## src/rtl/pwm_frame_loader.sv

```systemverilog
// Byte-stream frame parser for the 4-group PWM datapath: assembles a checksummed
// 27-byte frame in shadow registers and publishes it atomically with a CTS strobe.
module pwm_frame_loader #(
    parameter int CTS_WIDTH  = 2,
    parameter int GAP_CYCLES = 20,
    parameter int TIMEOUT    = 255
) (
    input  logic        sys_clk,
    input  logic        sys_resetb,
    input  logic [7:0]  rx_data,
    input  logic        rx_valid,
    output logic        rx_ready,
    output logic [3:0]  cmd_o,
    output logic [47:0] data_o0,
    output logic [47:0] data_o1,
    output logic [47:0] data_o2,
    output logic [47:0] data_o3,
    output logic        cts_o,
    output logic        error_flag,
    output logic        frame_ok
);

    // state  | meaning
    // IDLE   | hunting for 0xA5 header, other bytes dropped
    // CMD    | waiting for CMD byte, seeds running XOR
    // DATA   | collecting 24 data bytes into shadow words
    // CHK    | checksum byte: commit on match, flag error otherwise
    // STROBE | cts_o held high for CTS_WIDTH cycles
    // GAP    | rx_ready low while the datapath latches the new words
    typedef enum logic [2:0] {S_IDLE, S_CMD, S_DATA, S_CHK, S_STROBE, S_GAP} state_t;

    localparam logic [15:0] TO_LOAD  = 16'(TIMEOUT - 1);
    localparam logic [15:0] CTS_LOAD = 16'(CTS_WIDTH - 1);
    localparam logic [15:0] GAP_LOAD = 16'(GAP_CYCLES - 1);

    state_t            state_q, state_d;
    logic [15:0]       cnt_q, cnt_d;
    logic [1:0]        word_q, word_d;
    logic [2:0]        byte_q, byte_d;
    logic [7:0]        xor_q, xor_d;
    logic [3:0]        cmd_sh_q, cmd_sh_d;
    logic [3:0][47:0]  sh_q, sh_d;
    logic [3:0]        cmd_q, cmd_d;
    logic [3:0][47:0]  data_q, data_d;
    logic              cts_q, cts_d;
    logic              err_q, err_d;
    logic              ok_q, ok_d;
    logic              rdy_q, rdy_d;
    logic              accept;

    assign accept = rx_valid && rdy_q;

    always_comb begin
        state_d  = state_q;
        cnt_d    = cnt_q;
        word_d   = word_q;
        byte_d   = byte_q;
        xor_d    = xor_q;
        cmd_sh_d = cmd_sh_q;
        sh_d     = sh_q;
        cmd_d    = cmd_q;
        data_d   = data_q;
        cts_d    = cts_q;
        err_d    = err_q;
        ok_d     = 1'b0;
        case (state_q)
            S_IDLE: begin
                if (accept && rx_data == 8'hA5) begin
                    state_d = S_CMD;
                    cnt_d   = TO_LOAD;
                end
            end
            S_CMD, S_DATA, S_CHK: begin
                if (accept) begin
                    cnt_d = TO_LOAD;
                    if (state_q == S_CMD) begin
                        cmd_sh_d = rx_data[3:0];
                        xor_d    = rx_data;
                        word_d   = 2'd0;
                        byte_d   = 3'd0;
                        state_d  = S_DATA;
                    end else if (state_q == S_DATA) begin
                        sh_d[word_q][{byte_q, 3'b000} +: 8] = rx_data;
                        xor_d = xor_q ^ rx_data;
                        if (byte_q == 3'd5) begin
                            byte_d = 3'd0;
                            word_d = word_q + 2'd1;
                            if (word_q == 2'd3) state_d = S_CHK;
                        end else begin
                            byte_d = byte_q + 3'd1;
                        end
                    end else if (rx_data == xor_q) begin
                        data_d  = sh_q;
                        cmd_d   = cmd_sh_q;
                        cts_d   = 1'b1;
                        ok_d    = 1'b1;
                        err_d   = 1'b0;
                        cnt_d   = CTS_LOAD;
                        state_d = S_STROBE;
                    end else begin
                        err_d   = 1'b1;
                        state_d = S_IDLE;
                    end
                end else if (cnt_q == 16'd0) begin
                    // inter-byte timeout: drop the partial frame
                    err_d   = 1'b1;
                    word_d  = 2'd0;
                    byte_d  = 3'd0;
                    state_d = S_IDLE;
                end else begin
                    cnt_d = cnt_q - 16'd1;
                end
            end
            S_STROBE: begin
                if (cnt_q == 16'd0) begin
                    cts_d   = 1'b0;
                    cnt_d   = GAP_LOAD;
                    state_d = S_GAP;
                end else begin
                    cnt_d = cnt_q - 16'd1;
                end
            end
            S_GAP: begin
                if (cnt_q == 16'd0) state_d = S_IDLE;
                else                cnt_d   = cnt_q - 16'd1;
            end
            default: state_d = S_IDLE;
        endcase
        rdy_d = (state_d == S_IDLE) || (state_d == S_CMD) ||
                (state_d == S_DATA) || (state_d == S_CHK);
    end

    always_ff @(posedge sys_clk or negedge sys_resetb) begin
        if (!sys_resetb) begin
            state_q  <= S_IDLE;
            cnt_q    <= '0;
            word_q   <= '0;
            byte_q   <= '0;
            xor_q    <= '0;
            cmd_sh_q <= '0;
            sh_q     <= '0;
            cmd_q    <= '0;
            data_q   <= '0;
            cts_q    <= 1'b0;
            err_q    <= 1'b0;
            ok_q     <= 1'b0;
            rdy_q    <= 1'b0;
        end else begin
            state_q  <= state_d;
            cnt_q    <= cnt_d;
            word_q   <= word_d;
            byte_q   <= byte_d;
            xor_q    <= xor_d;
            cmd_sh_q <= cmd_sh_d;
            sh_q     <= sh_d;
            cmd_q    <= cmd_d;
            data_q   <= data_d;
            cts_q    <= cts_d;
            err_q    <= err_d;
            ok_q     <= ok_d;
            rdy_q    <= rdy_d;
        end
    end

    assign rx_ready   = rdy_q;
    assign cmd_o      = cmd_q;
    assign data_o0    = data_q[0];
    assign data_o1    = data_q[1];
    assign data_o2    = data_q[2];
    assign data_o3    = data_q[3];
    assign cts_o      = cts_q;
    assign error_flag = err_q;
    assign frame_ok   = ok_q;

endmodule

```

## config.mk

```make
export PLATFORM = sky130hd
export DESIGN_NAME = pwm_frame_loader
export DESIGN_NICKNAME = d
export VERILOG_FILES = /design/src/rtl/pwm_frame_loader.sv
export SDC_FILE = /design/constraint.sdc
export NUM_CORES = 1
export LEC_CHECK = 0
export CAP_MARGIN = 10
export CORE_MARGIN = 10
export CORE_UTILIZATION = 55
export CTS_BUF_LIST = sky130_fd_sc_hd__clkbuf_16
export DETAILED_ROUTE_END_ITERATION = 16
export DONT_BUFFER_PORTS = 1
export PLACE_DENSITY_LB_ADDON = 0.3
export SYNTH_ARGS = -nofsm -noshare
export SYNTH_HDL_FRONTEND = slang
export SYNTH_SLANG_ARGS = --single-unit
```

## constraint.sdc

```tcl
create_clock -name sys_clk -period 3.3 [get_ports sys_clk]
set_input_delay 0.825 -clock sys_clk [delete_from_list [all_inputs] [get_ports sys_clk]]
set_output_delay 0.825 -clock sys_clk [all_outputs]
set_load 0.005 [all_outputs]
```

==> impl_metrics.json, run 1 <==
{
  "status": "finished clean",
  "post-place-ws_ps": 411,
  "clkSlewWorstSetupHoldPaths_ps": 60,
  "layout_commonest_cell": "dfrtp_1",
  "die_w_um": 197,
  "maxCapViolations": 0,
  "period_minus_slack_ps": 2920,
  "clock_path_buffers": 3,
  "worstPathArrival_ps": 3340,
  "synth_area_um2": 17300,
  "drtPass1Iterations": 7,
  "gp_congestion": 0.867,
  "finalCritPeriodShare_pct": 88.6,
  "cp_cell_sequence": "inv_1, ha_1, ha_1, nand2b_1, or4_1, nor2_1, buf_4, mux2_2",
  "totalWireLength_mm": 39.4,
  "async_flop_share_pct": 100,
  "start_kind": "register",
  "first_global_vias": 9868,
  "max_stage_delay_ps": 610,
  "rrSetupSlack_ps": 380,
  "crit_path_top_delay_cell": "or4_1",
  "drive_gt1_share_pct": 39.0,
  "r2r-end": "sh_q[39]",
  "synth-seq-cells": 428,
  "setup_violations": 0,
  "p_leak_nw": 9.77,
  "routedWlPerCell_um": 24.1,
  "fin_skew_ps": 23.3,
  "hold_path_class": "in -> async",
  "synth_edf_count": 0,
  "r2r_start": "byte_q[0]",
  "tightest_slew_ps": 808,
  "slew-limit-headroom_pct": 46.2,
  "drc_errors": 0,
  "htree_levels": 2,
  "syn-instance-count": 1195,
  "power.density_nw_per_um2": 514,
  "io_pins": 211,
  "synth_seq_area_share_pct": 61.9,
  "grt_max_degree": 389,
  "required_ps": 3720,
  "post-cts-setup-buffers": 0,
  "synth_cell_types": 56,
  "dieHeight_um": 197,
  "critical_path_class": "reg -> reg",
  "vdd_drop_max_uv": 410,
  "fin_ws_ps": 377,
  "syn_avg_cell_area_um2": 14.5,
  "row_count": 64,
  "crit_top_cell": "ha_1",
  "tns_ps": 0,
  "antenna_found_initial": 0,
  "ant_nets": 0,
  "dp_hpwl_mm": 25.3,
  "drt_iter0_drc": 631,
  "rsz0062_at_grt": "no",
  "clock_sinks": 428,
  "die_area_um2": 38900,
  "viasPerCell": 5.87,
  "cts-root-buf": "clkbuf_16",
  "crit_fanout": 11,
  "cts_buffers": 43,
  "clk_latency_ps": 540,
  "start_util_pct": 56.1,
  "fmax_mhz": 342,
  "yosys_warnings": 0,
  "cts_tree": "yes",
  "grt_use_total_pct": 19.9,
  "final_max_slew_viol_count": 0,
  "grt_pass1_wl_mm": 60.4,
  "num_vias": 9583,
  "synth-main-ff-cell": "dfrtp_1",
  "reg2reg_depth": 8,
  "hold_viol": 0,
  "core_um2": 30800,
  "layout_common_cells": "428 x dfrtp_1, 385 x mux2_2, 43 x clkbuf_16, 37 x and2_1, 32 x a21oi_1",
  "numPortBuffers": 0,
  "nets": 1229,
  "grt-ovfl-total": 0,
  "area.growth.synth_to_final_pct": 10.5,
  "cp-end-kind": "register",
  "fill_cells": 2284,
  "synth_fp_nets": 1220
}
[metal layers]
layer,up-vias,global-route usage (%),part of all wire (%)
li1,4274,-,-
met1,5004,25.8,42
met2,266,31.0,46
met3,39,8.28,11
met4,0,4.07,1.5
met5,-,0,0
[flip-flops by register name, summed over array words and instances (netlist names), 3 cells and up]
| name | cells |
|---|---|
| data_o1 | 48 |
| sh_q | 192 |
| data_o2 | 48 |
| cmd_o | 4 |
| data_o0 | 48 |
| byte_q | 3 |
| state_q | 3 |
| xor_q | 8 |
| cnt_q | 16 |
| cmd_sh_q | 4 |
| data_o3 | 48 |
[cells by family (layout without fill, tap and decap cells)]
| group | after synthesis | count (layout) | share of synthesized area (%) |
|---|---|---|---|
| AOI/OAI and AO/OA | 97 | 97 | 3.33 |
| xor gates and xnor gates | 11 | 11 | 0.557 |
| adders and majority gates | 14 | 14 | 1.01 |
| buffers and inverters | 71 | 111 | 1.63 |
| and+or+nand+nor | 180 | 180 | 5.74 |
| muxes | 394 | 394 | 25.8 |
| DFF | 428 | 428 | 61.9 |
| other | 0 | 1 | 0 |
[power by group]
part / internal [W] / switching, W / total (W)
Combinational: 0.0000111 / 0.0000218 / 0.0000329
Clock: 0.00260 / 0.00195 / 0.00455
Sequential: 0.00525 / 0 / 0.00525
[timing repair]
item | 4_1_cts | 5_1_grt
resized for setup | 0 | 0
hold buffers | 1 | 2
endpoints found under the hold margin | 41 | 24
[critical path: cells and delay by family (launching register included)]
kind,cells,cell delay [ps]
and+or+nand+nor,3,920
muxes,1,340
DFF,1,530
adders and majority gates,2,680
buffers and inverters,2,330
[stage by stage]
stage | instance area [µm²] | total power, W | utilization [%] | hold WS [ps] | std cells
after floorplan | 17300 | 0.00537 | - | 453 | 1195
after global placement | 17800 | 0.00535 | 57.6 | 481 | 1552
after detailed placement | 17800 | 0.00535 | 57.6 | 480 | 1552
after CTS | 19100 | 0.00992 | 61.9 | 0.377 | 1629
after global routing | 19100 | 0.0101 | 62.0 | 0.228 | 1631
final | 19100 | 0.00983 | 62.0 | 22.6 | 1632
[worst max path at each step]
| stage | slack (ps) | end | start |
|---|---|---|---|
| floorplan | 670 | sh_q[0] | byte_q[0] |
| global placement | 470 | sh_q[43] | rx_valid |
| detailed placement | 410 | sh_q[39] | byte_q[0] |
| CTS | 410 | sh_q[39] | byte_q[0] |
| global route | 180 | sh_q[34] | byte_q[0] |
| finish | 380 | sh_q[39] | byte_q[0] |
[Yosys cell counts, drive strengths merged, types with 6 or more instances]
cell / instances / area share [%]
dfrtp: 428 / 62
mux2: 393 / 26
clkbuf: 57 / 1.2
and2: 37 / 1.3
a21oi: 32 / 0.93
nor2: 32 / 0.74
nand2: 31 / 0.67
o21ai: 26 / 0.75
nand3: 20 / 0.58
ha: 14 / 1.0
a31oi: 10 / 0.36
inv: 10 / 0.22
nor3: 10 / 0.29
xor2: 9 / 0.46
nor4: 8 / 0.29
nand2b: 6 / 0.26
nand4: 6 / 0.22
o31ai: 6 / 0.26
[area by class of cell]
| type | instances | area [µm²] | share of cell area, % |
|---|---|---|---|
| Inverter | 10 | 37.5 | 0.196 |
| Clock buffer | 43 | 1080 | 5.63 |
| Clock inverter | 33 | 226 | 1.18 |
| Multi-Input combinational cell | 696 | 6310 | 33.0 |
| Sequential cell | 428 | 10700 | 56.0 |
| Timing Repair Buffer | 25 | 260 | 1.36 |
| Tap cell | 396 | 495 | 2.59 |
| Antenna cell | 1 | 2.50 | 0.0131 |
Power figures use the tool's default switching activity.
==> run 2, diff against run 1 <==
--- a/config.mk
+++ b/config.mk
@@ -5,6 +5,7 @@
 export SDC_FILE = /design/constraint.sdc
 export NUM_CORES = 1
 export LEC_CHECK = 0
+export ABC_AREA = 1
 export CAP_MARGIN = 10
 export CORE_MARGIN = 10
 export CORE_UTILIZATION = 55
@@ -12,6 +13,7 @@
 export DETAILED_ROUTE_END_ITERATION = 16
 export DONT_BUFFER_PORTS = 1
 export PLACE_DENSITY_LB_ADDON = 0.3
+export SKIP_CTS_REPAIR_TIMING = 1
 export SYNTH_ARGS = -nofsm -noshare
 export SYNTH_HDL_FRONTEND = slang
 export SYNTH_SLANG_ARGS = --single-unit
==> constraint.sdc (replaced) <==
create_clock -name sys_clk -period 3.7 [get_ports sys_clk]
set_input_delay 0.925 -clock sys_clk [delete_from_list [all_inputs] [get_ports sys_clk]]
set_output_delay 0.925 -clock sys_clk [all_outputs]
set_load 0.005 [all_outputs]
==> impl_metrics.json, run 2 <==
{
  "start_util_pct": 55.8,
  "cp-end-kind": "register",
  "hold_viol": 0,
  "tightest_slew_ps": 1180,
  "synth_cell_types": 36,
  "row_count": 65,
  "numPortBuffers": 0,
  "hold_path_class": "in -> async",
  "reg2reg_depth": 7,
  "r2r_start": "byte_q[0]",
  "critical_path_class": "reg -> reg",
  "drive_gt1_share_pct": 4.48,
  "critPathTopFamily": "simple AND/OR/NAND/NOR gates",
  "crit_path_top_delay_cell": "ha_1",
  "clk_latency_ps": 540,
  "syn_avg_cell_area_um2": 8.82,
  "cts_buffers": 43,
  "async_flop_share_pct": 100,
  "routedWlPerCell_um": 18.6,
  "dp_hpwl_mm": 30.6,
  "nets": 2003,
  "maxCapViolations": 0,
  "grt_pass1_wl_mm": 71.1,
  "synth_area_leaders": "dfrtp_1 61%, nand2_1 17%, o21ai_0 7.9%",
  "grt-ovfl-total": 0,
  "max_stage_delay_ps": 570,
  "num_vias": 13000,
  "slew-limit-headroom_pct": 21.4,
  "synth-seq-cells": 428,
  "drtPass1Iterations": 6,
  "io_pins": 211,
  "place_inst": 2335,
  "grt_max_degree": 429,
  "viasPerCell": 5.40,
  "grt_use_total_pct": 22.6,
  "clock_sinks": 428,
  "totalWireLength_mm": 45.0,
  "yosys_warnings": 0,
  "clock_path_buffers": 3,
  "required_ps": 4140,
  "start_kind": "register",
  "crit_end": "sh_q[2]",
  "synth_seq_area_share_pct": 60.7,
  "synth_fp_nets": 2028,
  "core_um2": 31600,
  "largest-register": "sh_q",
  "synth.most_common_cell": "nand2_1",
  "fin_cells": 2413,
  "power.density_nw_per_um2": 572,
  "power_w": 0.0110,
  "synth_common_cells": "786 x nand2_1, 428 x dfrtp_1, 280 x o21ai_0, 178 x inv_1, 83 x nor2_1",
  "die_area_um2": 39700,
  "area.growth.synth_to_final_pct": 8.60,
  "largest_register_ffs": 192,
  "fill_cells": 2701,
  "final_max_slew_viol_count": 0,
  "clkSlewWorstSetupHoldPaths_ps": 60,
  "setup_violations": 0,
  "crit_top_cell": "ha_1",
  "worstPathArrival_ps": 3650,
  "layout_common_cells": "786 x nand2_1, 428 x dfrtp_1, 280 x o21ai_0, 186 x inv_1, 83 x nor2_1",
  "gp_congestion": 0.886,
  "crit_fanout": 18,
  "p_leak_nw": 9.89,
  "crit_start": "byte_q[0]",
  "htree_levels": 2,
  "yosysTopAreaCell": "dfrtp_1",
  "dieHeight_um": 199,
  "drc_errors": 0,
  "rrSetupSlack_ps": 490,
  "cp_num_cells": 7,
  "rsz0062_at_grt": "no",
  "path_buf_inv": 1,
  "synth_area_um2": 17700,
  "fin_skew_ps": 12.0,
  "multi_input_area_um2": 5840,
  "fmax_mhz": 312,
  "cts-root-buf": "clkbuf_16",
  "die_w_um": 199,
  "finalCritPeriodShare_pct": 86.7,
  "antenna_found_initial": 0,
  "vdd_drop_max_uv": 303,
  "period_minus_slack_ps": 3210,
  "tns_ps": 0,
  "cts_tree": "yes",
  "synth_edf_count": 0,
  "syn-instance-count": 2003,
  "ant_nets": 0,
  "layout_commonest_cell": "nand2_1",
  "r2r-end": "sh_q[2]",
  "synth_top_area_share_pct": 60.7,
  "synth-main-ff-cell": "dfrtp_1",
  "n_antenna_cell": 0,
  "first_global_vias": 12500,
  "status": "finished clean",
  "register_area_um2": 10700,
  "drt_iter0_drc": 1283,
  "cp_cell_sequence": "inv_2, ha_1, ha_1, nand3_1, nor3_1, nand2_1, o21ai_0"
}
run 2: cell families after synthesis:
logic type | share of synthesized area (%)
buffers and inverters | 6.27
AOI/OAI and AO/OA | 9.31
and+or+nand+nor | 22.5
DFF | 60.7
adders and majority gates | 0.992
xor gates and xnor gates | 0.248
run 2: per-layer routing:
layer / wire (µm) / vias up / GRT usage (%)
li1: - / 6252 / -
met1: 19600 / 6257 / 31.1
met2: 20000 / 426 / 33.8
met3: 4070 / 93 / 6.48
met4: 1320 / 0 / 7.26
met5: 0 / - / 0
run 2: worst min-delay path by stage:
stage          cells past startpoint          end  slack, ps   startpoint
6_report                           0   data_o0[3]         80   sys_resetb
5_1_grt                            0   data_o0[0]         60   sys_resetb
4_1_cts                            0   data_o0[3]         70   sys_resetb
3_5_place_dp                       2  data_o2[34]        450    sh_q[130]
3_3_place_gp                       2  data_o2[32]        450    sh_q[128]
2_1_floorplan                      2     cmd_o[0]        440  cmd_sh_q[0]
run 2: metrics by stage:
step	hold slack, ps	cell area (µm²)	utilization (%)	setup slack (ps)
global route	60.0	19200	60.6	251
detailed placement	452	17800	56.4	575
global placement	451	17800	56.4	743
CTS	71.2	19200	60.6	558
finish	80.6	19200	60.6	493
floorplan	442	17700	-	1190
run 2: where the power goes:
group | total (W) | internal (W) | switching (W)
clock | 0.00415 | 0.00234 | 0.00181
sequential | 0.00516 | 0.00496 | 0.000195
combinational | 0.00166 | 0.000431 | 0.00123
run 2: final cells by class:
class | count | area share [%]
inverters | 183 | 3.59
repair buffers | 10 | 0.522
clock buffers | 45 | 5.87
multi-input cells | 1312 | 30.5
flip-flops and latches | 428 | 55.8
well taps | 402 | 2.62
clock inverters | 33 | 1.09
